`src/rtl/mem_pkg.sv`:
```
// Shared types and helpers for the init-sequenced register-array memory.
package mem_pkg;

    typedef enum logic {
        INIT = 1'b0,
        RUN  = 1'b1
    } state_e;

    // Address width for a given depth; never narrower than one bit.
    function automatic int addr_width(input int depth);
        return (depth <= 2) ? 1 : $clog2(depth);
    endfunction

endpackage

```
`src/rtl/mem_init_seq.sv`:
```
// Init sequencer: walks every word once after reset or clear, owning the write port while busy.
module mem_init_seq
    import mem_pkg::*;
#(
    parameter int DEPTH  = 4,
    parameter int ADDR_W = addr_width(DEPTH)
) (
    input  logic              clk,
    input  logic              rst_n,
    input  logic              clear,
    output logic              seq_we,
    output logic [ADDR_W-1:0] seq_addr,
    output logic              busy
);

    localparam logic [ADDR_W-1:0] LAST = ADDR_W'(DEPTH - 1);

    state_e            state;
    state_e            state_nxt;
    logic [ADDR_W-1:0] init_ptr;
    logic [ADDR_W-1:0] init_ptr_nxt;

    always_ff @(posedge clk or negedge rst_n) begin
        if (!rst_n) begin
            state    <= INIT;
            init_ptr <= '0;
        end else begin
            state    <= state_nxt;
            init_ptr <= init_ptr_nxt;
        end
    end

    always_comb begin
        state_nxt    = state;
        init_ptr_nxt = init_ptr;
        seq_we       = 1'b0;
        busy         = 1'b0;
        case (state)
            INIT: begin
                seq_we = 1'b1;
                busy   = 1'b1;
                // A clear mid-sequence restarts the walk from word 0.
                if (clear) begin
                    init_ptr_nxt = '0;
                end else if (init_ptr == LAST) begin
                    init_ptr_nxt = '0;
                    state_nxt    = RUN;
                end else begin
                    init_ptr_nxt = init_ptr + ADDR_W'(1);
                end
            end
            RUN: begin
                if (clear) begin
                    state_nxt    = INIT;
                    init_ptr_nxt = '0;
                end
            end
            default: begin
                state_nxt    = INIT;
                init_ptr_nxt = '0;
            end
        endcase
    end

    assign seq_addr = init_ptr;

endmodule

```
`src/rtl/mem_init_ram.sv`:
```
// DEPTH x DATA_W register-array memory: one write port, one registered read port,
// hardware fill with INIT_VAL after reset or on clear.
module mem_init_ram
    import mem_pkg::*;
#(
    parameter int                DATA_W   = 8,
    parameter int                DEPTH    = 4,
    parameter logic [DATA_W-1:0] INIT_VAL = 8'h05,
    localparam int               ADDR_W   = addr_width(DEPTH)
) (
    input  logic              clk,
    input  logic              rst_n,
    input  logic              clear,
    input  logic              wr_en,
    input  logic [ADDR_W-1:0] wr_addr,
    input  logic [DATA_W-1:0] wr_data,
    input  logic              rd_en,
    input  logic [ADDR_W-1:0] rd_addr,
    output logic [DATA_W-1:0] rd_data,
    output logic              rd_valid,
    output logic              addr_err,
    output logic              busy
);

    localparam logic [ADDR_W:0] DEPTH_W = (ADDR_W + 1)'(DEPTH);

    logic [DATA_W-1:0] mem [DEPTH];

    logic              seq_we;
    logic [ADDR_W-1:0] seq_addr;

    logic              wr_in_range;
    logic              rd_in_range;
    logic              user_we;
    logic              user_re;
    logic              oor_p0;
    logic              mem_we;
    logic [ADDR_W-1:0] mem_waddr;
    logic [DATA_W-1:0] mem_wdata;
    logic [DATA_W-1:0] rd_word_p0;

    logic [DATA_W-1:0] rd_data_p1;
    logic              vld_p1;
    logic              addr_err_p1;

    mem_init_seq #(
        .DEPTH  (DEPTH),
        .ADDR_W (ADDR_W)
    ) u_seq (
        .clk      (clk),
        .rst_n    (rst_n),
        .clear    (clear),
        .seq_we   (seq_we),
        .seq_addr (seq_addr),
        .busy     (busy)
    );

    // Stage p0: qualify user accesses and select the write source.
    always_comb begin
        wr_in_range = ({1'b0, wr_addr} < DEPTH_W);
        rd_in_range = ({1'b0, rd_addr} < DEPTH_W);
        user_we     = !busy && wr_en && wr_in_range;
        user_re     = !busy && rd_en;
        oor_p0      = !busy && ((wr_en && !wr_in_range) || (rd_en && !rd_in_range));
        mem_we      = seq_we || user_we;
        mem_waddr   = seq_we ? seq_addr : wr_addr;
        mem_wdata   = seq_we ? INIT_VAL : wr_data;
        rd_word_p0  = '0;
        if (rd_in_range) begin
            rd_word_p0 = mem[rd_addr];
        end
    end

    // Storage carries no reset; contents are defined by the init walk.
    always_ff @(posedge clk) begin
        if (mem_we) begin
            mem[mem_waddr] <= mem_wdata;
        end
    end

    // Stage p1: registered read data, valid and error strobes.
    always_ff @(posedge clk or negedge rst_n) begin
        if (!rst_n) begin
            rd_data_p1  <= '0;
            vld_p1      <= 1'b0;
            addr_err_p1 <= 1'b0;
        end else begin
            if (user_re) begin
                rd_data_p1 <= rd_word_p0;
            end
            vld_p1      <= user_re;
            addr_err_p1 <= oor_p0;
        end
    end

    assign rd_data  = rd_data_p1;
    assign rd_valid = vld_p1;
    assign addr_err = addr_err_p1;

endmodule

```
`config.mk`:
```
export PLATFORM = sky130hd
export DESIGN_NAME = mem_init_ram
export DESIGN_NICKNAME = d
export VERILOG_FILES = /design/src/rtl/mem_pkg.sv /design/src/rtl/mem_init_seq.sv /design/src/rtl/mem_init_ram.sv
export SDC_FILE = /design/constraint.sdc
export NUM_CORES = 1
export LEC_CHECK = 0
export BUFFER_PORTS_ARGS = -buffer_cell sky130_fd_sc_hd__buf_2
export CAP_MARGIN = 20
export CORE_MARGIN = 2
export CORE_UTILIZATION = 52
export CTS_BUF_LIST = sky130_fd_sc_hd__clkbuf_8
export DETAILED_ROUTE_END_ITERATION = 12
export PLACE_DENSITY = 0.78
export SETUP_SLACK_MARGIN = 0.4
export SYNTH_ARGS = -nofsm -noshare
export SYNTH_HDL_FRONTEND = slang
export SYNTH_HIERARCHICAL = 1
export SYNTH_SLANG_ARGS = --single-unit
```
`constraint.sdc`:
```
create_clock -name clk -period 1.9 [get_ports clk]
set_input_delay 0.095 -clock clk [delete_from_list [all_inputs] [get_ports clk]]
set_output_delay 0.095 -clock clk [all_outputs]
set_load 0.005 [all_outputs]
```
==> results of run 1 <==
[routing by layer]
metal	part of all wire [%]	vias to the layer above	wire length (um)	track usage [%]
li1	-	442	-	-
met1	41	493	1400	24.4
met2	52	35	1790	32.7
met3	4.5	10	154	5.05
met4	2.3	0	80	10.0
met5	0	-	0	0
[synthesized netlist by cell type]
library cell  count  area [um^2]
edfxtp_1         32          961
dfrtp_1          12          300
mux2_4            8          120
mux4_2            8          180
nor2b_1           7         43.8
a21oi_1           5         25.0
nor2_1            3         11.3
buf_2             2         10.0
buf_4             2         15.0
mux2i_1           2         20.0
nand2_1           2         7.51
or2_2             2         12.5
buf_6             1         11.3
clkbuf_1          1         3.75
conb_1            1         3.75
ha_1              1         12.5
inv_1             1         3.75
mux2_2            1         11.3
nand2b_1          1         6.26
nand4bb_1         1         11.3
or3_1             1         6.26
or4b_1            1         10.0
[worst paths after layout]
| kind | start | end | depth (start not counted) |
|---|---|---|---|
| max | u_seq/state$_DFF_PN0_ | mem[0][4]$_DFFE_PP_ | 4 |
| min | wr_data[0] | mem[3][0]$_DFFE_PP_ | 2 |
| max reg2reg | u_seq/state$_DFF_PN0_ | mem[0][4]$_DFFE_PP_ | 4 |
| min reg2reg | rd_data[5]$_DFFE_PN0P_ | rd_data[5]$_DFFE_PN0P_ | 1 |
| max in group asynchronous | rst_n | rd_data[4]$_DFFE_PN0P_ | 2 |
| min in group asynchronous | rst_n | rd_data[2]$_DFFE_PN0P_ | 2 |
[registers in the layout, summed over array words and instances (netlist names)]
name / cells
mem: 32
rd_data: 8
u_seq/seq_addr: 2
rd_valid: 1
u_seq/state: 1
[power by group through the flow]
stage | clock (uW) | combinational, uW | sequential, uW
final | 688 | 757 | 1380
after global routing | 750 | 811 | 1410
after CTS | 699 | 670 | 1390
after detailed placement | 0 | 579 | 1410
after global placement | 0 | 560 | 1390
after floorplan | 0 | 396 | 1390
[cell families after synthesis]
family,share of synthesized area (%)
AOI/OAI and AO/OA,1.40
DFF,70.6
buffers and inverters,2.45
muxes,18.6
other,0.210
and+or+nand+nor,6.09
adders and majority gates,0.700
[layout make-up]
class                   instances  area [um^2]  share of cell area [%]
inverters                       1         6.26                   0.269
repair buffers                 42          319                    13.7
well taps                      46         57.6                    2.47
flip-flops and latches         44         1260                    54.1
multi-input cells              44          578                    24.8
clock buffers                   5         68.8                    2.95
clock inverters                 3         38.8                    1.66
[metrics by stage]
step                      cells  utilization, %  total power [uW]  setup WS (ns)
final                       185            70.4              2830          0.275
after global routing        185            70.4              2970          0.234
after CTS                   183            67.8              2760          0.203
after detailed placement    163            60.5              1990          0.122
after global placement      163            60.5              1950          0.175
after floorplan              95               -              1790          0.199
[what timing repair did]
action	4_1_cts	5_1_grt
hold buffers	2	0
pin swaps	4	2
cloned	1	0
buffers inserted	9	2
endpoints found under the setup margin	40	40
hold endpoints to repair	15	0
resized for setup	5	11
==> metrics.md, run 1 <==
| Metric | Value |
|---|---|
| Status | finished clean |
| Clk buf depth | 2 |
| Die Y | ~63 um |
| Final WL | around 3.4 mm |
| Skew final | around 0.0055 ns |
| Sequential cell fraction of total power | around half |
| Core box area | about 3300 um^2 |
| Clk sinks | between 40 and 50 |
| Gpl congestion | between 0.7 and 0.8 |
| P_int | about 2100 uW |
| Clock share of power | between 20% and 30% |
| Setup crit end kind | register |
| Layout Nets | roughly 160 |
| Total global routing overflow | 0 |
| Top Family by Delay on Critical Path | simple AND/OR/NAND/NOR gates |
| Ys Warns | 6 |
| Fmax | 0.615 GHz |
| Final worst path period share | a little under nine tenths |
| N_diodes | 0 |
| WP buf/inv | 2 |
| Syn nets | approximately 110 |
| Commonest non-fill, non-tap cell in the layout | edfxtp_1 |
| Gr usage total | between 10% and 20% |
| Die outline width | around 63 um |
| Tmin final | roughly 1.6 ns |
| CTS H-tree lvls | 2 |
| Die ar. | 3920 um^2 |
| Dpl cell area | around 2000 um^2 |
| FP Rows | 21 |
| Root buf cell | clkbuf_8 |
| Switch Pwr | around 700 uW |
| Detailed Routing Iterations Pass 1 | 4 |
| Vias per Instance | approximately 5.3 |
| Path category of the worst min-delay check | in -> reg |
| Ratio of cells with drive above 1 in the final layout | between 50% and 60% |
| Setup TNS | 0 ns |
| Clk Latency, worst-skew pair | between 0.2 and 0.3 ns |
| Slew Limit Fails | 0 |
| Hold WS | 0.0994 ns |
| Syn_area_per_cell | between 15 and 20 um^2 |
| Most frequent cells in the layout | 32 x edfxtp_1, 26 x buf_2, 12 x dfrtp_1, 9 x mux2_4, 8 x mux4_2 |
| Crit path DAT | between 1.5 and 2 ns |
| Yosys reg bits | 44 |
| Vias in the first global route | 1075 |
| Initial DRC count | 33 |
| Post-Layout Inst Area | 2330 um^2 |
| Mapped Area | around 1800 um^2 |
| Startpoint types | register |
| Initial antenna violation count | 0 |
| Fraction of the yosys area taken by sequential cells | 70.6% |
| Antenna viol nets, final | 0 |
| CTS tree | done |
| Mapped Cells | 95 |
| VDD IR-drop max | 0.000785 V |
| Setup CP Type | reg -> reg |
| Worst-path clk slew | 0.08 ns |
| Max incr delay on CP | just under 0.6 ns |
| Initial Util | 54.0% |
| Pleak | about 0.00090 uW |
| Worst reg2reg setup slack | between 0.2 and 0.3 ns |
| Final hold violations | 0 |
| Area grow syn2layout | 30.4% |
| # DRC | 0 |
| Setup Viol. Count Final | 0 |
| Worst Path Max Fanout | 8 |
| # port buffers | 26 |
| Vias post-DR | just under 1000 |
| Pin count of the biggest net entering global routing | 14 |
| Combinational power share | a little over a quarter |
| I/O pin cnt | 28 |
| First-pass GRT wire length | around 5.6 mm |
| Crit path required time | roughly 1.9 ns |
| DR WL/cell | roughly 19 um |
| Power per cell area | 1210 nW/um^2 |
| Sw frac | between 20% and 30% |
| FILL cells | 224 |
| Worst-path cell with the longest stage delay | or4b_4 |
| Yosys cell types | 22 |
| Maxcap violations | 0 |
| Unrepaired setup endpoints after global routing | yes |
| CP cell instances | inv_4 -> or4b_4 -> a21oi_4 -> buf_12 |
| TritonCTS Buffers | 5 |
Power figures use the tool's default switching activity.
==> run 2: changes to the inputs <==
--- a/config.mk
+++ b/config.mk
@@ -11,7 +11,7 @@
 export CORE_UTILIZATION = 52
 export CTS_BUF_LIST = sky130_fd_sc_hd__clkbuf_8
 export DETAILED_ROUTE_END_ITERATION = 12
-export PLACE_DENSITY = 0.78
+export PLACE_DENSITY = 0.77
 export SETUP_SLACK_MARGIN = 0.4
 export SYNTH_ARGS = -nofsm -noshare
 export SYNTH_HDL_FRONTEND = slang
==> run 2 against run 1 <==
Net effect: cell count unchanged; utilization is 1.5 points lower; clock power fell by 18%; non-clock buffer count stayed put; via count fell by 2.8%; combinational power is 3.2% lower; largest cell class unchanged; largest power group unchanged.
==> metrics.md, run 2 (same netlist as run 1, synthesis figures left out) <==
| Metric | Value |
|---|---|
| # port buffers | 26 |
| Setup Viol. Count Final | 0 |
| Switch Pwr | approximately 700 uW |
| Die Y | ~63 um |
| Ratio of cells with drive above 1 in the final layout | between 50% and 60% |
| First-pass GRT wire length | just over 5 mm |
| TritonCTS Buffers | 5 |
| Clock share of power | a little over a fifth |
| Skew final | about 0.005 ns |
| Crit path required time | around 1.9 ns |
| Final WL | 3.08 mm |
| Pwr Total | between 2000 and 3000 uW |
| Layout Nets | 156 |
| Final worst path period share | ~84% |
| Final hold violations | 0 |
| CTS tree | done |
| Sequential cell fraction of total power | about half |
| Startpoint types | register |
| Die outline width | between 60 and 70 um |
| Vias per Instance | just over 5 |
| CTS H-tree lvls | 2 |
| Combinational power share | a little over a quarter |
| FILL cells | between 200 and 250 |
| Hpwl dp | roughly 2.1 mm |
| Worst Path Max Fanout | 6 |
| FP Rows | 21 |
| FF/Latch Area | roughly 1300 um^2 |
| Number of flip-flops under the largest register name | 32 |
| Setup crit end kind | register |
| VDD IR-drop max | roughly 0.00057 V |
| Gpl congestion | 0.746 |
| Die ar. | just under 4000 um^2 |
| Clk sinks | 44 |
| Core box area | between 3000 and 4000 um^2 |
| Area grow syn2layout | 27.5% |
| Most frequent cells in the layout | 32 x edfxtp_1, 26 x buf_2, 12 x dfrtp_1, 9 x mux2_4 |
| Initial antenna violation count | 0 |
| Pin count of the biggest net entering global routing | 15 |
| N_diodes | 0 |
| Top reg by flops | mem |
| I/O pin cnt | 28 |
| Tmin final | roughly 1.6 ns |
| # DRC | 0 |
| Multi-input logic area | 562 um^2 |
| Path category of the worst min-delay check | in -> reg |
| P_int | roughly 2000 uW |
| Gr usage total | a little under a fifth |
| Detailed Routing Iterations Pass 1 | 4 |
| Vias in the first global route | about 1100 |
| Initial Util | between 50% and 60% |
| Sw frac | between 20% and 30% |
| Worst-path clk slew | around 0.080 ns |
| Fmax | 0.623 GHz |
| Slew Limit Fails | 0 |
| DR WL/cell | about 17 um |
| Maxcap violations | 0 |
| Total global routing overflow | 0 |
| Crit path DAT | approximately 1.6 ns |
| Commonest non-fill, non-tap cell in the layout | edfxtp_1 |
| Setup CP Type | reg -> reg |
| Clk buf depth | 2 |
| Initial DRC count | 16 |
| Unrepaired setup endpoints after global routing | yes |
| Setup TNS | 0 ns |
| Status | finished clean |
| Power per cell area | about 1200 nW/um^2 |
| Clk Latency, worst-skew pair | 0.30 ns |
| Vias post-DR | ~950 |
| Root buf cell | clkbuf_8 |
| Pleak | 0.000872 uW |
| Antenna viol nets, final | 0 |
==> run 2: changes by cell type in the layout (fill, tap and decap cells not counted), sizes merged <==
cell | previous run | this run
clkinv | 1 | 3
bufinv | 1 | 0
inv | 2 | 1
==> run 2: worst max-delay path, stage by stage, from the launching register on <==
cell and delay [ns]:
dfrtp_1 0.40, inv_4 0.06, or4b_4 0.56, a21oi_4 0.17
buf_6 0.14
==> run 2: final timing paths <==
kind	startpoint	endpoint	slack (ns)	depth (start not counted)
max	u_seq/state$_DFF_PN0_	mem[1][2]$_DFFE_PP_	0.30	4
min	wr_data[0]	mem[3][0]$_DFFE_PP_	0.11	2
max reg2reg	u_seq/state$_DFF_PN0_	mem[1][2]$_DFFE_PP_	0.30	4
min reg2reg	rd_data[3]$_DFFE_PN0P_	rd_data[3]$_DFFE_PN0P_	0.51	1
max in group asynchronous	rst_n	u_seq/seq_addr[0]$_DFFE_PN0P_	1.45	2
min in group asynchronous	rst_n	rd_data[5]$_DFFE_PN0P_	0.21	2
==> run 2: final cells by class <==
type	count	area share [%]
Clock buffer	5	3.02
Clock inverter	3	0.824
Inverter	1	0.275
Multi-Input combinational cell	44	24.7
Sequential cell	44	55.4
Tap cell	46	2.53
Timing Repair Buffer	42	13.3
==> run 2: power groups by stage <==
stage	combinational, uW	sequential, uW	clock, uW
global route	793	1400	624
floorplan	396	1390	0
detailed placement	583	1400	0
CTS	705	1380	581
finish	733	1380	567
global placement	554	1390	0
==> run 2: through the flow <==
stage                     setup slack, ns  utilization (%)  hold WS (ns)  cells  area, um^2
after floorplan                     0.199                -        -0.201     95        1850
after global placement              0.194             60.5       0.00177    163        2000
after detailed placement            0.104             60.5       0.00381    163        2000
after CTS                           0.265             67.3        0.0949    183        2230
after global routing                0.244             68.8         0.104    185        2280
final                               0.295             68.8         0.107    185        2280
==> run 2: what timing repair did <==
item | CTS | global route
hold buffers | 2 | 0
gates resized for setup | 1 | 7
hold endpoints to repair | 15 | 0
pin swaps | 5 | 4
buffers inserted | 10 | 2
cloned | 0 | 0
setup endpoints to repair | 32 | 32
==> run 2: routing by layer <==
metal	share of wire, %	track usage (%)	vias up
met4	1.8	10.8	0
met5	0	0	-
met1	37	19.0	474
met3	4.2	4.32	8
li1	-	-	444
met2	57	33.6	27
==> run 3: changes to the inputs <==
==> constraint.sdc (replaced) <==
create_clock -name clk -period 1.45 [get_ports clk]
set_input_delay 0.0725 -clock clk [delete_from_list [all_inputs] [get_ports clk]]
set_output_delay 0.0725 -clock clk [all_outputs]
set_load 0.005 [all_outputs]
==> run 3 against run 2 <==
Net effect: the flow now finishes with violations (negative setup slack); utilization grew 2.9 points; fmax grew 0.35%; global-route usage shrank 0.14 points; power grew 32%; combinational power grew 45%; non-clock buffer count grew 2; hold slack lost 0.032 ns; via count grew 3.8%; design area grew 4.2%; die area is the same; cell count grew 1.1%; critical endpoint is now mem[0][1]$_DFFE_PP_.
==> metrics.md, run 3 (same netlist as run 1, synthesis figures left out) <==
| Metric | Value |
|---|---|
| Worst Path Max Fanout | 8 |
| Vias post-DR | 989 |
| Maxcap violations | 0 |
| Number of flip-flops under the largest register name | 32 |
| Clock share of power | approximately a fifth |
| N_diodes | 0 |
| Sw frac | approximately 25% |
| Core box area | approximately 3300 um^2 |
| Top Family by Delay on Critical Path | simple AND/OR/NAND/NOR gates |
| WP buf/inv | 2 |
| Final WL | just over 3 mm |
| Pleak | a little over 0.0009 uW |
| Detailed Routing Iterations Pass 1 | 4 |
| Worst-path clk slew | ~0.080 ns |
| Combinational power share | 29.9% |
| Pin count of the biggest net entering global routing | 14 |
| Switch Pwr | around 900 uW |
| Unrepaired setup endpoints after global routing | yes |
| CP cell instances | inv_2 -> or4b_4 -> a21oi_4 -> buf_12 |
| PnR worst setup slack | -0.149 ns |
| Status | complete, but fails checks |
| Antenna viol nets, final | 0 |
| I/O pin cnt | 28 |
| # port buffers | 26 |
| Sequential cell fraction of total power | between 50% and 60% |
| Top reg by flops | mem |
| Die outline width | roughly 63 um |
| Hold WS | around 0.075 ns |
| Clk Latency, worst-skew pair | roughly 0.29 ns |
| Vias in the first global route | 1068 |
| Commonest non-fill, non-tap cell in the layout | edfxtp_1 |
| Skew final | about 0.0043 ns |
| Worst-path cell with the longest stage delay | or4b_4 |
| VDD IR-drop max | about 0.00083 V |
| Setup Viol. Count Final | 40 |
| Setup crit end kind | register |
| Initial Util | 54.0% |
| Vias per Instance | 5.29 |
| FP Rows | 21 |
| Final hold violations | 0 |
| Startpoint types | register |
| Ratio of cells with drive above 1 in the final layout | 61.0% |
| Final Core Density | between 70% and 80% |
| Path category of the worst min-delay check | in -> reg |
| Clk sinks | between 40 and 50 |
| Initial DRC count | 27 |
| Place WS | -0.180 ns |
| Die ar. | between 3000 and 4000 um^2 |
| Most frequent cells in the layout | 32 x edfxtp_1, 26 x buf_2, 12 x dfrtp_1, 9 x mux2_4 |
| Setup CP Type | reg -> reg |
| # DRC | 0 |
| Layout Nets | between 150 and 200 |
| Failing checks | negative setup slack |
| Slew Limit Fails | 0 |
| CTS tree | done |
| Tmin final | ~1.6 ns |
| Fmax | 0.625 GHz |
| Root buf cell | clkbuf_8 |
| Max incr delay on CP | between 0.5 and 0.6 ns |
| P_int | approximately 2600 uW |
| CTS H-tree lvls | 2 |
| Initial antenna violation count | 0 |
| DR WL/cell | 16.4 um |
| Worst reg2reg setup slack | -0.15 ns |
| First-pass GRT wire length | ~5.2 mm |
| Gpl congestion | about 0.74 |
| Power per cell area | ~1500 nW/um^2 |
| Hpwl dp | 2.13 mm |
| TritonCTS Buffers | 5 |
| Area grow syn2layout | 32.9% |
| Crit path DAT | about 1.6 ns |
| Crit path required time | 1.46 ns |
| Total global routing overflow | 0 |
| Final worst path period share | 110% |
| Gr usage total | between 15 and 20% |
| Clk buf depth | 2 |
| Die Y | 62.6 um |
==> run 3: cell count changes in the layout (fill, tap and decap cells not counted), sizes merged <==
cell,before,now
buf,40,42
clkinv,3,1
inv,1,3
==> run 3: layout make-up <==
type / count / area [um^2]
clock buffers: 5 / 68.8
flip-flops and latches: 44 / 1260
repair buffers: 44 / 345
multi-input cells: 44 / 626
well taps: 46 / 57.6
inverters: 1 / 3.75
clock inverters: 3 / 12.5
fillers: 226 / 936
==> run 3: stage by stage <==
step | cells | setup TNS, ns | total power (uW) | instance area, um^2
2_1_floorplan | 95 | -5.05 | 2340 | 1850
3_3_place_gp | 170 | -2.89 | 2600 | 2060
3_5_place_dp | 170 | -5.13 | 2640 | 2060
4_1_cts | 186 | -3.68 | 3560 | 2350
5_1_grt | 187 | -6.03 | 3740 | 2370
6_report | 187 | -4.13 | 3540 | 2370
==> run 3: final timing paths <==
check	startpoint	endpoint	cells past startpoint
max	u_seq/state$_DFF_PN0_	mem[0][1]$_DFFE_PP_	4
min in group asynchronous	rst_n	rd_data[4]$_DFFE_PN0P_	2
min reg2reg	rd_data[5]$_DFFE_PN0P_	rd_data[5]$_DFFE_PN0P_	1
min	wr_data[2]	mem[0][2]$_DFFE_PP_	2
max in group asynchronous	rst_n	rd_data[7]$_DFFE_PN0P_	2
max reg2reg	u_seq/state$_DFF_PN0_	mem[0][1]$_DFFE_PP_	4
==> run 3: metal layers <==
layer  up-vias  track usage [%]  share of wire [%]
li1        450                -                  -
met1       503             21.9                 40
met2        30             30.9                 53
met3         6             5.95                5.1
met4         0             6.67                1.7
met5         -                0                  0
==> run 3: power by group through the flow <==
stage | combinational [uW] | sequential [uW] | clock, uW
3_5_place_dp | 822 | 1820 | 0
2_1_floorplan | 521 | 1820 | 0
6_report | 1060 | 1790 | 691
5_1_grt | 1140 | 1830 | 779
4_1_cts | 1040 | 1800 | 723
3_3_place_gp | 795 | 1810 | 0
==> run 3: timing repair <==
action / in CTS / in global routing
hold buffers: 2 / 0
setup endpoints to repair: 68 / 76
buffers inserted: 5 / 1
pin swaps: 4 / 2
gates cloned: 1 / 0
hold endpoints to repair: 15 / 0
gates resized for setup: 27 / 4
